==> src/rtl/dmem_access_ctrl.sv <==
// rtl/dmem_access_ctrl.sv - MEM-stage data-memory access sequencer with external-port arbitration
// One shared memory port; CPU normally wins, external wins when CPU is idle or after starvation.
module dmem_access_ctrl #(
  parameter int WAIT_CYCLES  = 2,
  parameter int STARVE_LIMIT = 4
) (
  input  logic        clk_i,
  input  logic        rst_i,
  input  logic        cpu_req_i,
  input  logic        cpu_we_i,
  input  logic [31:0] cpu_addr_i,
  input  logic [31:0] cpu_wdata_i,
  output logic [31:0] cpu_rdata_o,
  output logic        stall_o,
  input  logic        ext_req_i,
  input  logic        ext_we_i,
  input  logic [31:0] ext_addr_i,
  input  logic [31:0] ext_wdata_i,
  output logic        ext_gnt_o,
  output logic        ext_done_o,
  output logic [31:0] ext_rdata_o,
  output logic        mem_en_o,
  output logic        mem_we_o,
  output logic [31:0] mem_addr_o,
  output logic [31:0] mem_wdata_o,
  input  logic [31:0] mem_rdata_i
);

  typedef enum logic [1:0] {IDLE, CPU_ACC, EXT_ACC} state_e;

  localparam logic [3:0] WAIT_LAST  = 4'(WAIT_CYCLES);
  localparam logic [3:0] STARVE_LIM = 4'(STARVE_LIMIT);

  state_e      state_q;
  logic [3:0]  wait_cnt_q;
  logic [3:0]  starve_cnt_q;
  logic        mem_en_q;
  logic        mem_we_q;
  logic [31:0] mem_addr_q;
  logic [31:0] mem_wdata_q;
  logic        ext_gnt_q;
  logic        ext_done_q;
  logic [31:0] ext_rdata_q;
  logic [31:0] cpu_rdata_q;

  logic last_cyc;
  logic ext_win;
  logic cpu_win;

  assign last_cyc = (state_q != IDLE) && (wait_cnt_q == WAIT_LAST);
  assign ext_win  = ext_req_i && ((starve_cnt_q >= STARVE_LIM) || !cpu_req_i);
  assign cpu_win  = !ext_win && cpu_req_i;

  always_ff @(posedge clk_i or posedge rst_i) begin
    if (rst_i) begin
      state_q      <= IDLE;
      wait_cnt_q   <= 4'd0;
      starve_cnt_q <= 4'd0;
      mem_en_q     <= 1'b0;
      mem_we_q     <= 1'b0;
      mem_addr_q   <= 32'd0;
      mem_wdata_q  <= 32'd0;
      ext_gnt_q    <= 1'b0;
      ext_done_q   <= 1'b0;
      ext_rdata_q  <= 32'd0;
      cpu_rdata_q  <= 32'd0;
    end else begin
      ext_done_q <= 1'b0;
      case (state_q)
        IDLE: begin
          if (ext_win) begin
            state_q     <= EXT_ACC;
            ext_gnt_q   <= 1'b1;
            mem_en_q    <= 1'b1;
            mem_we_q    <= ext_we_i;
            mem_addr_q  <= ext_addr_i;
            mem_wdata_q <= ext_wdata_i;
            wait_cnt_q  <= 4'd0;
          end else if (cpu_win) begin
            state_q     <= CPU_ACC;
            mem_en_q    <= 1'b1;
            mem_we_q    <= cpu_we_i;
            mem_addr_q  <= cpu_addr_i;
            mem_wdata_q <= cpu_wdata_i;
            wait_cnt_q  <= 4'd0;
          end
        end
        CPU_ACC, EXT_ACC: begin
          if (last_cyc) begin
            state_q    <= IDLE;
            mem_en_q   <= 1'b0;
            mem_we_q   <= 1'b0;
            wait_cnt_q <= 4'd0;
            ext_gnt_q  <= 1'b0;
            if (state_q == EXT_ACC) begin
              ext_done_q <= 1'b1;
              if (!mem_we_q) ext_rdata_q <= mem_rdata_i;
            end else if (!mem_we_q) begin
              cpu_rdata_q <= mem_rdata_i;
            end
          end else begin
            wait_cnt_q <= wait_cnt_q + 4'd1;
          end
        end
        default: state_q <= IDLE;
      endcase

      // Grant/absence clears first; only a CPU completion seen by a waiting requester counts.
      if (!ext_req_i || (state_q == IDLE && ext_win)) begin
        starve_cnt_q <= 4'd0;
      end else if (state_q == CPU_ACC && last_cyc && starve_cnt_q != 4'd15) begin
        starve_cnt_q <= starve_cnt_q + 4'd1;
      end
    end
  end

  assign stall_o = !rst_i && (((state_q == IDLE)    && cpu_req_i) ||
                              ((state_q == CPU_ACC) && !last_cyc) ||
                              ((state_q == EXT_ACC) && cpu_req_i));

  assign cpu_rdata_o = (state_q == CPU_ACC && last_cyc && !mem_we_q) ? mem_rdata_i : cpu_rdata_q;

  assign ext_gnt_o   = ext_gnt_q;
  assign ext_done_o  = ext_done_q;
  assign ext_rdata_o = ext_rdata_q;
  assign mem_en_o    = mem_en_q;
  assign mem_we_o    = mem_we_q;
  assign mem_addr_o  = mem_addr_q;
  assign mem_wdata_o = mem_wdata_q;

endmodule

==> config.mk <==
export PLATFORM = sky130hd
export DESIGN_NAME = dmem_access_ctrl
export DESIGN_NICKNAME = d
export VERILOG_FILES = /design/src/rtl/dmem_access_ctrl.sv
export SDC_FILE = /design/constraint.sdc
export NUM_CORES = 1
export LEC_CHECK = 0
export BUFFER_PORTS_ARGS = -buffer_cell sky130_fd_sc_hd__clkbuf_2
export CAP_MARGIN = 20
export CORE_AREA = 2 2 135 124
export CTS_CLUSTER_DIAMETER = 150
export DETAILED_ROUTE_END_ITERATION = 7
export DIE_AREA = 0 0 137 126
export GPL_TIMING_DRIVEN = 0
export PLACE_DENSITY_LB_ADDON = 0.12
export SYNTH_ARGS = -nofsm -noshare
export SYNTH_HDL_FRONTEND = slang
export SYNTH_SLANG_ARGS = --single-unit
==> constraint.sdc <==
create_clock -name clk_i -period 5.6 [get_ports clk_i]
set_clock_uncertainty 0.15 [all_clocks]
set_input_delay 1.68 -clock clk_i [delete_from_list [all_inputs] [get_ports clk_i]]
set_output_delay 1.68 -clock clk_i [all_outputs]
set_load 0.01 [all_outputs]
==> results.md <==
GRT:
- The first global-routing pass estimated 32000 microns of wire.
- Summed over all layers, the global routing overflow is 0.
- The total global-route track usage is roughly 24%.
- The pin count of the biggest net entering global routing is 42.
- The via count of the first global-routing pass is roughly 6100.
- The number of antenna violations at the first check in global routing is 0.

Worst setup path:
- By startpoint and endpoint, the worst setup path is classified as reg -> out.
- The startpoint type of the worst setup path is a register.
- In this run the critical register-to-register path is launched from state_q[0]$_DFFE_PP0P_.
- The arrival time at the worst endpoint is 2950 ps.
- The maximum net fanout on the critical path is 10.
- At the worst endpoint, the required time is 3770 ps.
- The number of cells on the worst reg-to-reg path is 8.
- The register-to-register setup slack is approximately 2900 ps.
- The kind of end point of the critical path is a primary output.
- The end of the worst register-to-register path is mem_addr_o[5]$_DFFE_PP0P_.

CTS:
- In this run the clock root is driven by a sky130_fd_sc_hd__clkbuf_16.
- Clock tree synthesis inserted a total of 17 buffers.
- The clock reaches the later pin of the worst-skew pair after roughly 420 ps.
- Buffers inserted to repair hold after CTS numbered 0.
- The worst-case clock buffer depth is 2.
- TritonCTS built the clock tree.
- In this run the number of H-tree levels came out at 4.
- Gates resized during post-CTS repair numbered 0.
- Clock tree synthesis found a total of 142 sinks.
- The clock slew at the register clock pins of the worst setup and hold paths is 60 ps.
- The buffers inserted during post-CTS setup optimization is 0.

Placement:
- The instance area after placement is 0.00853 sq mm.
- Prior to clock tree synthesis, the placed netlist has a worst setup slack of ~1200 ps.
- Port buffering added 298 buffers.
- Detailed placement finished with a half-perimeter wire length of 15500 microns.
- The congestion estimate from routability-driven global placement came to 0.826.

Floorplan:
- The floorplan has 44 rows.
- The overall die height is 126 microns.
- The area of the placeable core is 0.0159 sq mm.
- In this run the horizontal extent of the chip is roughly 140 microns.
- The initial cell density of the core is 42.3%.
- The number of placed I/O pins is 299.
- The floorplan step defined a die boundary enclosing about 0.017 sq mm.

Yosys:
- Among all flip-flop cells after synthesis, the most frequent one is sky130_fd_sc_hd__dfrtp_1.
- The number of distinct library cells after synthesis is 37.
- The fraction of registers with async set/reset is 100%.
- The biggest area contributor in the post-synthesis netlist is sky130_fd_sc_hd__dfrtp_1.
- The number of synthesized register bits is approximately 140.
- The cell with the most instances after synthesis is sky130_fd_sc_hd__dfrtp_1.
- The top cell type by area accounts for 53.0% of the synthesized area.
- The area share of fa/ha/maj cells after synthesis is roughly 1.3%.
- Sorting the synthesized cells by area gives the leading types as sky130_fd_sc_hd__dfrtp_1 53%, sky130_fd_sc_hd__mux2_2 16%, sky130_fd_sc_hd__a31oi_1 6.1%.
- Sorting the synthesized cells by how often they occur yields 142 x sky130_fd_sc_hd__dfrtp_1, 93 x sky130_fd_sc_hd__mux2_2, 73 x sky130_fd_sc_hd__o21ai_0.
- The proportion of synthesized chip area in sequential cells is 53.0%.
- The number of synthesized flops with an enable pin is 0.
- The Yosys step of the flow raised 0 warnings.
- The net count after synthesis is 800.
- The post-synthesis mux area share is between 15 and 20%.
- The synthesized-area fraction occupied by ao, oa, aoi and oai cells is 13.4%.
- Of the total synthesized cell area, the portion taken by XOR and XNOR cells is 0%.
- The main combinational cell family by area after synthesis is multiplexers.
- The basic-gate share of the synthesized area counting and, or, nand and nor cells is 11.5%.
- The cell area after synthesis is 0.00670 sq mm.
- Averaged over all synthesized cells, the footprint is 10.7 sq um.
- After technology mapping, the gate count stands at 627.

Routing:
- In this run, the number of DRC markers left after iteration 0 of detailed routing was 244.
- In this run the remaining antenna-violating nets after routing total 0.
- In the routed design, unresolved DRC markers number 0.
- The first detailed-routing pass ran for 5 iterations.
- The average wire per standard cell is 17.6 microns.
- The detailed-route via count is 6129.
- The total detailed-routing wirelength is 20600 microns.
- Using the TritonRoute via totals, the vias-per-cell ratio works out to 5.24.

STA:
- The number of endpoints with negative hold slack in the final report was 0.
- The worst hold margin is 336 ps.
- The upper clock frequency limit is 209 MHz.
- The shortest period the worst path allows is 4780 ps.
- Setup repair after global routing left no endpoint under its margin.
- The final setup TNS is 0 ps.
- Setup violations remaining at the end of the flow were counted as 0.
- The number of slew-limit violations in the final report was 0.
- For the pin with the worst max-slew slack, the measured transition is about 600 ps.
- The worst pin sits at a relative slew slack of 59.2%.
- After layout, the worst setup slack is 823 ps.
- The period utilization is 85.3%.

Worst hold path:
- The end of the worst hold path is cpu_rdata_q[0]$_DFFE_PP0P_.
- The path class of the lowest-slack min-delay path is reg -> reg.
- The number of stages on the worst hold path is 1.
- In this run the most critical hold path is launched from cpu_rdata_q[0]$_DFFE_PP0P_.

Final layout:
- 0 antenna diodes ended up in the layout.
- At the end of the flow, the number of nets in the layout was between 1000 and 1500.
- After routing the design area is ~0.0091 sq mm.
- The area growth from synthesis to layout is 35.9%.
- The number of fillers in the final layout is 1466.
- The share of final-layout standard cells stronger than drive strength 1 is between 40% and 50%.

Power and ir drop:
- The largest vdd supply drop is 0.295 mV.
- The ratio of total power to cell area is about 530 mW/mm^2.
- The total leakage power is 4.30 nW.

Outcome:
- The run finished with clean final reports.

Job:
- The max-capacitance violation count is 0.
==> layout by cell type, fill, tap and decap left out, drive strengths merged, types with 2 or more instances in the layout <==
cell type    n
mux2        96
nor2        68
clkinvlp     6
and3         2
nor3b        2
nand3       70
o21ai       74
buf         23
a31oi       65
ha           7
or3b         2
o211ai       4
a311oi       3
dfrtp      142
nand2        4
nor2b        2
inv         13
clkinv       3
mux2i        3
clkbuf     354
a21oi        4
==> report_power, final <==
group / internal [mW] / switching [mW]
clock: 0.619 / 0.470
sequential: 1.50 / 0.254
combinational: 0.857 / 1.09
==> sequential cells by signal, summed over array words and instances (netlist names) <==
name	count
starve_cnt_q	4
mem_en_o	1
mem_addr_o	32
state_q	2
ext_gnt_o	1
wait_cnt_q	4
cpu_rdata_q	32
mem_wdata_o	32
mem_we_o	1
ext_done_o	1
ext_rdata_o	32
==> per-layer routing <==
layer  global-route usage [%]  up-vias  routed length, microns
li1                         -     2927                       -
met1                     29.7     2932                    8390
met2                     39.4      236                    9830
met3                     7.41       34                    1810
met4                     9.22        0                     525
met5                        0        -                       0
==> logic make-up after synthesis <==
| kind of cell | Yosys count |
|---|---|
| flops | 142 |
| buf+inv | 65 |
| mux | 99 |
| compound gates | 156 |
| simple gates | 158 |
| fa+ha+maj | 7 |
==> through the flow <==
| stage | std cells | util, % | total power [mW] |
|---|---|---|---|
| 4_1_cts | 1168 | 57.4 | 4.84 |
| 2_1_floorplan | 627 | - | 2.88 |
| 5_1_grt | 1169 | 57.4 | 5.11 |
| 3_5_place_dp | 1136 | 53.8 | 3.73 |
| 6_report | 1169 | 57.4 | 4.79 |
| 3_3_place_gp | 1132 | 53.3 | 3.69 |
==> worst max-delay path, cell delays in order, from the launching register on <==
cell and delay (ps):
sky130_fd_sc_hd__dfrtp_1 350, sky130_fd_sc_hd__inv_1 80, sky130_fd_sc_hd__ha_1 220, sky130_fd_sc_hd__clkbuf_1 240, sky130_fd_sc_hd__nor4b_4 560, sky130_fd_sc_hd__nand3_1 330, sky130_fd_sc_hd__buf_2 310, sky130_fd_sc_hd__mux2_2 310
sky130_fd_sc_hd__clkbuf_2 130
==> final cells by class <==
cell class / count / area (sq um) / area share (%)
clock buffers: 18 / 429 / 4.71
repair buffers: 303 / 1580 / 17.3
multi-input cells: 420 / 2870 / 31.5
flip-flops and latches: 142 / 3550 / 39.0
well taps: 207 / 259 / 2.84
inverters: 9 / 37.5 / 0.412
plain buffers: 56 / 241 / 2.65
clock inverters: 14 / 136 / 1.50
==> how the worst max path moves through the flow <==
stage | start | end | slack [ps] | depth (start not counted)
6_report | state_q[0]$_DFFE_PP0P_ | cpu_rdata_o[19] | 820 | 8
5_1_grt | state_q[1]$_DFFE_PP0P_ | cpu_rdata_o[29] | 550 | 8
4_1_cts | state_q[0]$_DFFE_PP0P_ | cpu_rdata_o[19] | 780 | 8
3_5_place_dp | state_q[0]$_DFFE_PP0P_ | cpu_rdata_o[19] | 1250 | 8
3_3_place_gp | rst_i | ext_rdata_o[14]$_DFFE_PP0P_ | 950 | 2
2_1_floorplan | cpu_req_i | stall_o | 1790 | 2
No activity file was read; power rests on OpenSTA's default activity.
